**src/rtl/axi_pkg.sv**
```systemverilog
// Shared AXI4 constants and the fill-engine state type.
// Imported by cache_fill_axi_master and fill_beat_checker.
package axi_pkg;

  localparam logic [1:0] BURST_INCR = 2'b01;
  localparam logic [2:0] SIZE_WORD  = 3'b010;
  localparam logic [1:0] RESP_OKAY  = 2'b00;

  typedef enum logic [1:0] {
    IDLE = 2'd0,
    ADDR = 2'd1,
    DATA = 2'd2
  } fill_state_t;

endpackage

```
**src/rtl/cache_fill_axi_master_fill_beat_checker.sv**
```systemverilog
// fill_beat_checker: validates each read beat presented in the data phase and
// keeps the sticky fill_err flag.
// Ports:
//   clk, rst      clock, synchronous active-high reset
//   write_reject  cache issued a write request (never supported)
//   beat_valid    a beat is being accepted (DATA state and RVALID)
//   last_beat     the beat counter is at the final beat of the line
//   rid/rresp/rlast  AXI read-data sideband of the current beat
//   fill_err      sticky error, cleared only by rst
module fill_beat_checker
  import axi_pkg::*;
#(
  parameter logic [3:0] AXI_ID = 4'd0
) (
  input  logic       clk,
  input  logic       rst,
  input  logic       write_reject,
  input  logic       beat_valid,
  input  logic       last_beat,
  input  logic [3:0] rid,
  input  logic [1:0] rresp,
  input  logic       rlast,
  output logic       fill_err
);

  logic id_ok_c;
  logic id_bad_c;
  logic resp_bad_c;
  logic last_bad_c;
  logic err_set_c;

  // Foreign-ID beats are swallowed; response and RLAST checks only apply to
  // beats that are actually forwarded to the cache.
  always_comb begin
    id_ok_c    = (rid == AXI_ID);
    id_bad_c   = beat_valid && !id_ok_c;
    resp_bad_c = beat_valid && id_ok_c && (rresp != RESP_OKAY);
    last_bad_c = beat_valid && id_ok_c && (rlast != last_beat);
    err_set_c  = write_reject || id_bad_c || resp_bad_c || last_bad_c;
  end

  // Sticky error flag.
  always_ff @(posedge clk) begin
    if (rst) begin
      fill_err <= 1'b0;
    end else if (err_set_c) begin
      fill_err <= 1'b1;
    end
  end

endmodule

```
**src/rtl/cache_fill_axi_master.sv**
```systemverilog
// cache_fill_axi_master: turns one L1 instruction-cache miss into one
// line-aligned AXI4 INCR read burst and streams the beats back to the cache
// as single-cycle I_wait=0 strobes. Read-only, one burst outstanding.
// Ports:
//   clk, rst                 clock, synchronous active-high reset
//   I_req/I_addr/I_write     cache miss request (I_in, I_type unused)
//   I_out/I_wait             fill word and its one-cycle strobe (active low)
//   AR*                      AXI4 read-address channel (constant ID/LEN/SIZE/BURST)
//   R*                       AXI4 read-data channel
//   fill_err                 sticky protocol/response error
// Build option: define FILL_PERF_CNT_EN to add the fill_cnt / stall_cnt
// performance counters as extra outputs.
module cache_fill_axi_master
  import axi_pkg::*;
#(
  parameter logic [3:0]  AXI_ID        = 4'd0,
  parameter int unsigned BURST_LEN     = 4,
  parameter int unsigned LINE_OFF_BITS = 4
) (
  input  logic        clk,
  input  logic        rst,
  input  logic        I_req,
  input  logic [31:0] I_addr,
  input  logic        I_write,
  input  logic [31:0] I_in,
  input  logic [2:0]  I_type,
  output logic [31:0] I_out,
  output logic        I_wait,
  output logic [3:0]  ARID,
  output logic [31:0] ARADDR,
  output logic [3:0]  ARLEN,
  output logic [2:0]  ARSIZE,
  output logic [1:0]  ARBURST,
  output logic        ARVALID,
  input  logic        ARREADY,
  input  logic [3:0]  RID,
  input  logic [31:0] RDATA,
  input  logic [1:0]  RRESP,
  input  logic        RLAST,
  input  logic        RVALID,
  output logic        RREADY,
  output logic        fill_err
`ifdef FILL_PERF_CNT_EN
  ,
  output logic [31:0] fill_cnt,
  output logic [31:0] stall_cnt
`endif
);

  localparam int unsigned CNT_W = (BURST_LEN > 1) ? $clog2(BURST_LEN) : 1;
  localparam logic [CNT_W-1:0] LAST_BEAT = CNT_W'(BURST_LEN - 1);

  fill_state_t      state_q;
  fill_state_t      state_d;
  logic [CNT_W-1:0] beat_cnt_q;
  logic [CNT_W-1:0] beat_cnt_d;
  logic [31:0]      araddr_q;
  logic [31:0]      araddr_d;
  logic             write_reject_c;
  logic             beat_valid_c;
  logic             beat_fwd_c;
  logic             last_beat_c;

  // Inputs the engine deliberately ignores (word-only, read-only, line-aligned).
  logic unused_inputs;
  assign unused_inputs = ^{I_in, I_type, I_addr[LINE_OFF_BITS-1:0]};

  // Beat acceptance; rst masks it so the cache sees nothing during reset.
  always_comb begin
    beat_valid_c = (state_q == DATA) && RVALID && !rst;
    beat_fwd_c   = beat_valid_c && (RID == AXI_ID);
    last_beat_c  = (beat_cnt_q == LAST_BEAT);
  end

  // State and datapath registers.
  always_ff @(posedge clk) begin
    if (rst) begin
      state_q    <= IDLE;
      beat_cnt_q <= '0;
      araddr_q   <= '0;
    end else begin
      state_q    <= state_d;
      beat_cnt_q <= beat_cnt_d;
      araddr_q   <= araddr_d;
    end
  end

  // Next-state logic. I_req is only looked at in IDLE, so a request dropped
  // mid-burst is ignored and the line still completes.
  always_comb begin
    state_d        = state_q;
    beat_cnt_d     = beat_cnt_q;
    araddr_d       = araddr_q;
    write_reject_c = 1'b0;
    case (state_q)
      IDLE: begin
        if (I_req) begin
          if (I_write) begin
            write_reject_c = 1'b1;
          end else begin
            araddr_d   = {I_addr[31:LINE_OFF_BITS], {LINE_OFF_BITS{1'b0}}};
            beat_cnt_d = '0;
            state_d    = ADDR;
          end
        end
      end
      ADDR: begin
        if (ARREADY) begin
          state_d = DATA;
        end
      end
      DATA: begin
        // The burst ends on beat count; RLAST is only checked, never trusted.
        if (beat_fwd_c) begin
          if (last_beat_c) begin
            beat_cnt_d = '0;
            state_d    = IDLE;
          end else begin
            beat_cnt_d = beat_cnt_q + CNT_W'(1);
          end
        end
      end
      default: begin
        state_d = IDLE;
      end
    endcase
  end

  // Channel outputs; handshake enables are dropped as soon as rst is seen.
  always_comb begin
    ARID    = AXI_ID;
    ARADDR  = araddr_q;
    ARLEN   = 4'(BURST_LEN - 1);
    ARSIZE  = SIZE_WORD;
    ARBURST = BURST_INCR;
    ARVALID = (state_q == ADDR) && !rst;
    RREADY  = (state_q == DATA) && !rst;
    I_wait  = !beat_fwd_c;
    I_out   = beat_fwd_c ? RDATA : 32'd0;
  end

  fill_beat_checker #(
    .AXI_ID(AXI_ID)
  ) u_checker (
    .clk         (clk),
    .rst         (rst),
    .write_reject(write_reject_c),
    .beat_valid  (beat_valid_c),
    .last_beat   (last_beat_c),
    .rid         (RID),
    .rresp       (RRESP),
    .rlast       (RLAST),
    .fill_err    (fill_err)
  );

`ifdef FILL_PERF_CNT_EN
  // Completed line fills and busy (non-IDLE) cycles, both free-running.
  always_ff @(posedge clk) begin
    if (rst) begin
      fill_cnt  <= 32'd0;
      stall_cnt <= 32'd0;
    end else begin
      if (state_q != IDLE) begin
        stall_cnt <= stall_cnt + 32'd1;
      end
      if (beat_fwd_c && last_beat_c) begin
        fill_cnt <= fill_cnt + 32'd1;
      end
    end
  end
`endif

endmodule

```
**config.mk**
```make
export PLATFORM = sky130hd
export DESIGN_NAME = cache_fill_axi_master
export DESIGN_NICKNAME = d
export VERILOG_FILES = /design/src/rtl/axi_pkg.sv /design/src/rtl/cache_fill_axi_master_fill_beat_checker.sv /design/src/rtl/cache_fill_axi_master.sv
export SDC_FILE = /design/constraint.sdc
export NUM_CORES = 1
export LEC_CHECK = 0
export ABC_CLOCK_PERIOD_IN_PS = 1550
export CORE_MARGIN = 3
export CORE_UTILIZATION = 26
export DETAILED_ROUTE_END_ITERATION = 10
export MAX_ROUTING_LAYER = met4
export PLACE_DENSITY_LB_ADDON = 0.25
export SETUP_SLACK_MARGIN = 0.02
export SYNTH_ARGS = -nofsm -noshare
export SYNTH_HDL_FRONTEND = slang
export SYNTH_SLANG_ARGS = --single-unit
```
**constraint.sdc**
```tcl
create_clock -name clk -period 1.55 [get_ports clk]
set_input_delay 0.31 -clock clk [delete_from_list [all_inputs] [get_ports clk]]
set_output_delay 0.31 -clock clk [all_outputs]
set_load 0.03 [all_outputs]
```
==> results, run 1 <==
- The post-detailed-placement half-perimeter wirelength is 4530 microns.
- Counting along the longest clock path gives a buffer depth of 2.
- Leaving out fill and tap cells, the most frequent cell in the layout is sky130_fd_sc_hd__clkdlybuf4s50_1.
- The pin count of the biggest net entering global routing is 32.
- The run finished, with violations left.
- The clock transition at the registers of the reported paths is 0.07 ns.
- STA classifies the critical path startpoint as a flop.
- The post-synthesis average cell area is 8.57 sq um.
- The worst-case IR drop observed on VDD is 0.492 mV.
- The placer congestion estimate is 0.716.
- The number of nets with antenna violations after routing is 0.
- The repair_antennas step left the layout with diodes totalling 0.
- The checks that failed: setup timing.
- The number of stages on the worst hold path is 2.
- The area added between synthesis and finish is 107%.
- The detailed-route via count is 1,927.
- The max-slew violation count is 0.
- Based on the critical path, the design can be clocked at up to 0.517 GHz.
- The die is 88.8 microns wide.
- The die covers 7890 sq um.
- The number of cells traversed by the worst register-to-register path is 5.
- The launch point of the worst reg-to-reg path is state_q[1].
- The sink of the worst hold path is ARADDR[27].
- Tracing the worst setup path back leads to its startpoint at state_q[0].
- The kind of path behind the tightest hold check is flop to flop.
- The total area inside the core boundary comes to 6490 sq um.
- The part of the cycle the worst path needs is 125%.
- After layout, the worst setup slack is -0.386 ns.
- The destination of the worst register-to-register timing path is ARADDR[16].
- In this run, CTS created clock tree buffers numbering 5.
- The clock sink count is 33.
- The count of state elements after synthesis is 33.
- For the final routed database, the setup TNS stands at -10.90 ns.
- In the synthesized netlist the async set-or-reset flop fraction comes to 0%.
- The startpoint identified for the worst hold timing path is ARADDR[27].
- The cell type contributing the most total cell area after synthesis is sky130_fd_sc_hd__dfxtp_1.
- The kind of capture point of the worst setup path is a primary output.
- In this run the register-to-register setup slack is 0.06 ns.
- For this configuration, the core starts out at a cell density of 27.5%.
- Yosys printed 0 warnings.
- The number of instances in the synthesized netlist is 208.
- The number of global-route vias before repair is 1,852.
- The latest clock arrival within the worst-skew pair is 0.28 ns.
- Summed over all cells, the static leakage comes to 1.63 nW.
- Cells with a size suffix above 1 make up 44.3% of the layout.
- Ranked by total cell area, the synthesized netlist is headed by sky130_fd_sc_hd__dfxtp_1 (37%), sky130_fd_sc_hd__and2_1 (11%), sky130_fd_sc_hd__a21oi_2 (9.8%).
- Clock skew on the completed layout was measured at 0.00382 ns.
- The number of synthesized flops with an enable pin is 0.
- The critical path arrival is 1.63 ns.
- The TritonCTS clock tree is yes.
- The final wirelength is 6530 microns.
- The number of search-and-repair iterations in the first detailed-routing pass is 4.
- Of the synthesized area, sequential elements account for 37.1%.
- The final layout net count is 481.
- The wire length of the first global-routing pass is 9530 microns.
- The clock period minus final worst setup slack is 1.94 ns.
- The clock tree synthesis step divided the H-tree into 2 levels.
- In the layout the commonest cells are sky130_fd_sc_hd__clkdlybuf4s50_1 (67), sky130_fd_sc_hd__buf_6 (43), sky130_fd_sc_hd__nand2_1 (37).
- In this run the cell area of the synthesized design comes to 1780 sq um.
- Setup repair after global routing could not meet its margin everywhere.
- The detailed router finished its first iteration with 42 violations.
- The floorplan step set the die height to 88.8 microns.
- Setup violations remaining at the end of the flow were counted as 33.
- The number of antenna violations at the first check in global routing was 0.
- The count of maximum capacitance violations is 0.
- Summed over its instances, the top area cell type makes up 37.1% of the synthesized netlist area.
- The floorplan row count is 29.
- The number of distinct library cells after synthesis is 32.
- The total routing resource utilization after global routing is 16.6%.
- The final-layout worst hold slack is 0.453 ns.
- The required time of the worst setup path is 1.24 ns.
- The setup path with the least slack is of type flop to primary output.
- Power spread over the standard cell area amounts to 584 nW/um^2.
- The final hold violation count is 0.
- Dividing the detail-routed wire length by the instance count gives 14.7 microns.
- For this design the top-level I/O count stands at 193.
- After detailed routing, the number of vias per cell comes to 4.33.
- Timing analysis after detailed placement gives a worst setup slack of -0.681 ns.
- Of all nets on the critical path, the largest fanout is 5.
- Among all flip-flop cells after synthesis, the most frequent one is sky130_fd_sc_hd__dfxtp_1.
- Summed over all layers, the global routing overflow is 0.
- The buffer type at the clock tree root is sky130_fd_sc_hd__clkbuf_8.
- The number of buffers inserted by port buffering is 136.
- The number of DRC violations after detailed routing is 0.
==> cell families (layout without fill, tap and decap cells) <==
family,Yosys count,count (layout),share of synthesized area [%]
flops,33,33,37.1
fa+ha+maj,1,1,0.702
other cells,2,17,0.421
compound gates,36,36,15.3
buf+inv,33,178,14.0
simple gates,102,102,32.1
xor+xnor,1,1,0.491
==> synthesized netlist by cell type (2+ instances only) <==
cell and n:
sky130_fd_sc_hd__and2_1 32, sky130_fd_sc_hd__conb_1 2, sky130_fd_sc_hd__a22o_1 2, sky130_fd_sc_hd__dfxtp_1 33, sky130_fd_sc_hd__buf_2 2, sky130_fd_sc_hd__clkbuf_1 3, sky130_fd_sc_hd__buf_4 22, sky130_fd_sc_hd__a21oi_2 20
sky130_fd_sc_hd__buf_12 2, sky130_fd_sc_hd__a21oi_1 10, sky130_fd_sc_hd__nand2_2 20, sky130_fd_sc_hd__nor3b_1 2, sky130_fd_sc_hd__nand2_1 38, sky130_fd_sc_hd__nor2_1 2
==> final cells by class <==
cell class	count	area, sq um
fillers	587	2800
repair buffers	169	1770
multi-input cells	157	1070
flip-flops and latches	33	663
well taps	77	96.3
clock buffers	7	86.3
inverters	2	7.51
==> timing repair <==
item / CTS / global route
pin swaps: 7 / 4
resized for setup: 116 / 7
endpoints found under the setup margin: 81 / 67
gates cloned: 4 / 1
buffers inserted: 17 / 6
hold buffers: 0 / 0
==> critical path, cell delays in order, from the launching register on <==
cell and delay (ns):
sky130_fd_sc_hd__dfxtp_2 0.33, sky130_fd_sc_hd__nor3b_4 0.20, sky130_fd_sc_hd__and3_4 0.24, sky130_fd_sc_hd__buf_12 0.11
sky130_fd_sc_hd__buf_12 0.10, sky130_fd_sc_hd__buf_12 0.10, sky130_fd_sc_hd__and2_4 0.14, sky130_fd_sc_hd__buf_12 0.11
==> worst max path at each step <==
stage,end,slack (ns)
2_1_floorplan,I_out[17],-0.31
3_3_place_gp,I_out[24],-0.66
3_5_place_dp,I_out[24],-0.68
4_1_cts,I_out[1],-0.39
5_1_grt,I_out[27],-0.45
6_report,I_out[28],-0.39
==> report_power, final <==
group	leakage (nW)	internal, mW	switching [mW]
sequential	0.270	0.890	0.0241
combinational	1.31	0.291	0.304
clock	0.0443	0.352	0.298
==> registers in the layout, summed over array words and instances (netlist names) <==
name                flops
u_checker.fill_err      1
beat_cnt_q              2
ARADDR                 28
state_q                 2
==> per-layer routing <==
layer  global-route usage (%)  vias up  wire [microns]
met1                     16.6      869            2340
met2                     30.4       96            3500
li1                         -      956               -
met3                     5.49        6             630
met4                     4.53        0              56
met5                        -        -               0
==> per-stage QoR <==
stage	std cells	utilization [%]	instance area (sq um)	power, mW
after floorplan	223	-	1940	1.25
after global routing	445	56.9	3700	2.27
after detailed placement	419	49.2	3190	1.51
after global placement	419	49.2	3190	1.51
after CTS	445	57.1	3710	2.18
final	445	56.9	3700	2.16
Power figures use the tool's default switching activity.
==> inputs of run 2 (changes only) <==
Settings changed: ABC_CLOCK_PERIOD_IN_PS 1550 to 1800, CORE_UTILIZATION 26 to 28.
Clock period 1.55 ns to 1.8 ns, I/O delays scaled along.
==> run 2 against run 1 <==
  * The flow still finishes with violations (setup timing)
  * Final cell count shrank 1.6%
  * Worst setup slack gained 0.14 ns
  * Hold slack is essentially flat
  * Core utilization grew 3.7 points
  * Count of clock-buffer cells in the layout is the same
  * Wire length grew 0.60%
  * Highest routed layer unchanged
  * Total power shrank 13%
  * Register-to-register slack gained 0.15 ns
  * Critical endpoint is now I_out[6]
  * Non-clock buffer count shrank 5
  * Largest power group unchanged
  * Critical path depth is the same
==> results, run 2 (same netlist as run 1, synthesis figures left out) <==
- The run finished, with violations left.
- The final reports fail on setup timing.
- The final-layout worst hold slack is 0.453 ns.
- After detailed routing, the total wire length is 6570 microns.
- The routed layout has 1,914 vias.
- The core outline area is 6030 sq um.
- The actual transition at the worst max-transition pin is 0.503 ns.
- Data arrives at the worst endpoint at 1.68 ns.
- STA classifies the critical path startpoint as a flop.
- The post-route netlist has 42.7% of its cells at a drive strength greater than 1.
- The congestion estimate from routability-driven global placement came to 0.755.
- The post-detailed-placement half-perimeter wirelength is 4450 microns.
- The number of antenna violations at the first check in global routing came to 0.
- The worst hold path was traced through 2 stages.
- After layout, the worst path uses 114% of the clock period.
- For this run, design rule violations remaining after detail routing come to 0.
- Input and output buffers added on the ports amount to 136.
- The number of buffers between clock root and the deepest sink is 2.
- The initial standard-cell utilization of the core is 29.6%.
- The final hold violation count is 0.
- The most common cell after layout, fill and taps aside is sky130_fd_sc_hd__clkdlybuf4s50_1.
- The relative max-transition margin is 66.5%.
- The number of search-and-repair iterations in the first detailed-routing pass is 4.
- The cell leakage power is 1.47 nW.
- Summing all placed instances gives a cell area of 3170 sq um.
- The cell area after layout is 3650 sq um.
- The fill cell total of the finished layout is 522.
- The combined area of the multi-input logic cells is 1060 sq um.
- The cell type with the highest occurrence count on the critical path is sky130_fd_sc_hd__buf_12.
- The achievable clock frequency is 0.489 GHz.
- The clock transition at the registers of the reported paths is 0.07 ns.
- The TritonCTS buffer count is 5.
- For this design the ratio of total power to cell area is 513 nW/um^2.
- The number of nets with antenna violations after routing is 0.
- Traced cell by cell, the critical path runs through nor3b_4 -> and3_4 -> buf_12 -> buf_12 -> clkbuf_16 -> and2_4 -> buf_6.
- In this design, the stage delay of the slowest critical-path cell is 0.34 ns.
- The final layout contains 476 nets.
- Including well taps, the total number of placed cells is 416.
- Setup violations remaining at the end of the flow were counted as 33.
- The clock period minus final worst setup slack is 2.04 ns.
- The floorplan step defined a die boundary enclosing 7360 sq um.
- In the layout the commonest cells are sky130_fd_sc_hd__clkdlybuf4s50_1 (95), sky130_fd_sc_hd__nand2_1 (38), sky130_fd_sc_hd__buf_6 (37).
- The largest fanout of any net on the critical path is 4.
- The number of global-route vias before repair was 2,024.
- The number of vias per cell after detailed routing is 4.37.
- In this run the worst hold path is classified as flop to flop.
- In this run the count of I/O pins placed on the die edge is 193.
- The cell at the slowest stage of the critical path is sky130_fd_sc_hd__dfxtp_2.
- In the post-route analysis, the smallest setup slack over all paths is -0.244 ns.
- The clock sink count is 33.
- The area added between synthesis and finish is 105%.
- The number of cells traversed by the worst register-to-register path is 5.
- The initial detailed-routing violation count is 68.
- Entering global routing, the biggest net connects 33 pins.
- After clock tree synthesis, the flow added hold-fix buffers numbering 0.
- The clock reaches the later pin of the worst-skew pair after 0.28 ns.
- The total number of H-tree levels is 2.
- The per-cell routed wire length is 15.0 microns.
- Once layout is complete, the cells apart from fillers number 438.
- The worst setup path is of the flop to primary output kind.
- The vertical extent of the die is 85.8 microns.
- The max-slew violation count came to 0.
- Across every metal layer, demand over resource in global routing totals 18.0%.
- Data on the critical path is required at its endpoint by 1.44 ns.
- The register with the most flip-flops in the layout has 28 of them.
- The final antenna diode count is 0.
- The buffer type at the clock tree root is sky130_fd_sc_hd__clkbuf_8.
- The kind of capture point of the worst setup path is a primary output.
- The TritonCTS clock tree is yes.
- The initialized floorplan defines 28 standard-cell rows.
- Across the run, the number of max-cap violations was 0.
- The wire length of the first global-routing pass is 10,200 microns.
- Prior to clock tree synthesis, the placed netlist has a worst setup slack of -0.520 ns.
- The design draws 1.87 mW.
- The floorplan step set the die width to 85.8 microns.
- Summed over all layers, the global routing overflow is 0.
- The clock tree skew after final layout is 0.00527 ns.
- The footprint of the flip-flops and latches is 663 sq um.
- Setup repair after global routing could not meet its margin everywhere.
- IR analysis of the VDD net gives a maximum drop of 0.317 mV.
[run 2: cell count changes in the layout (fill, tap and decap cells not counted), moves of 2 or more]
cell	previous run	this run
sky130_fd_sc_hd__buf_2	4	1
sky130_fd_sc_hd__buf_4	16	21
sky130_fd_sc_hd__buf_16	3	1
sky130_fd_sc_hd__clkdlybuf4s50_1	67	95
sky130_fd_sc_hd__buf_6	43	37
sky130_fd_sc_hd__clkbuf_16	0	2
sky130_fd_sc_hd__dlygate4sd2_1	29	1
[run 2: critical path, delay by kind of cell (launching register included)]
family	cells	cell delay, ns
flip-flops	1	0.34
buffers and inverters	4	0.46
AND/OR/NAND/NOR	3	0.60
[run 2: final timing paths]
check / start / endpoint / slack [ns]
min: ARADDR[24] / ARADDR[24] / 0.45
max: state_q[0] / I_out[6] / -0.24
max reg2reg: state_q[0] / ARADDR[17] / 0.21
min reg2reg: ARADDR[24] / ARADDR[24] / 0.45
[run 2: power breakdown]
part	switching [mW]	total [mW]	leakage [nW]	internal (mW)
clock	0.260	0.564	0.0443	0.303
sequential	0.0210	0.787	0.270	0.766
combinational	0.259	0.521	1.16	0.263
total	0.540	1.87	1.47	1.33
[run 2: stage by stage]
step,utilization (%),setup TNS [ns]
4_1_cts,59.6,-5.29
6_report,60.6,-5.89
5_1_grt,60.6,-7.59
2_1_floorplan,-,-4.84
3_5_place_dp,52.6,-18.62
3_3_place_gp,52.6,-18.37
[run 2: area by class of cell]
cell class,count,area share (%)
Clock buffer,7,2.36
Tap cell,75,2.57
Inverter,2,0.206
Multi-Input combinational cell,157,29.2
Timing Repair Buffer,164,47.6
Sequential cell,33,18.2
[run 2: layer usage]
layer  GRT usage [%]  wire length [microns]  vias up
li1                -                      -      942
met1            19.8                   2410      879
met2            33.5                   3660       88
met3            3.75                    461        5
met4            3.02                     32        0
met5               -                      0        -
[run 2: repair_timing]
action | CTS | global route
buffers inserted | 11 | 5
pin swaps | 2 | 9
endpoints found under the setup margin | 33 | 37
gates cloned | 2 | 2
gates resized for setup | 67 | 9
==> inputs of run 3 (changes only) <==
Settings changed: CTS_CLUSTER_DIAMETER set to 150.
==> results of run 3 <==
Same layout as run 2: the final DEF is identical, and so are final timing and power.
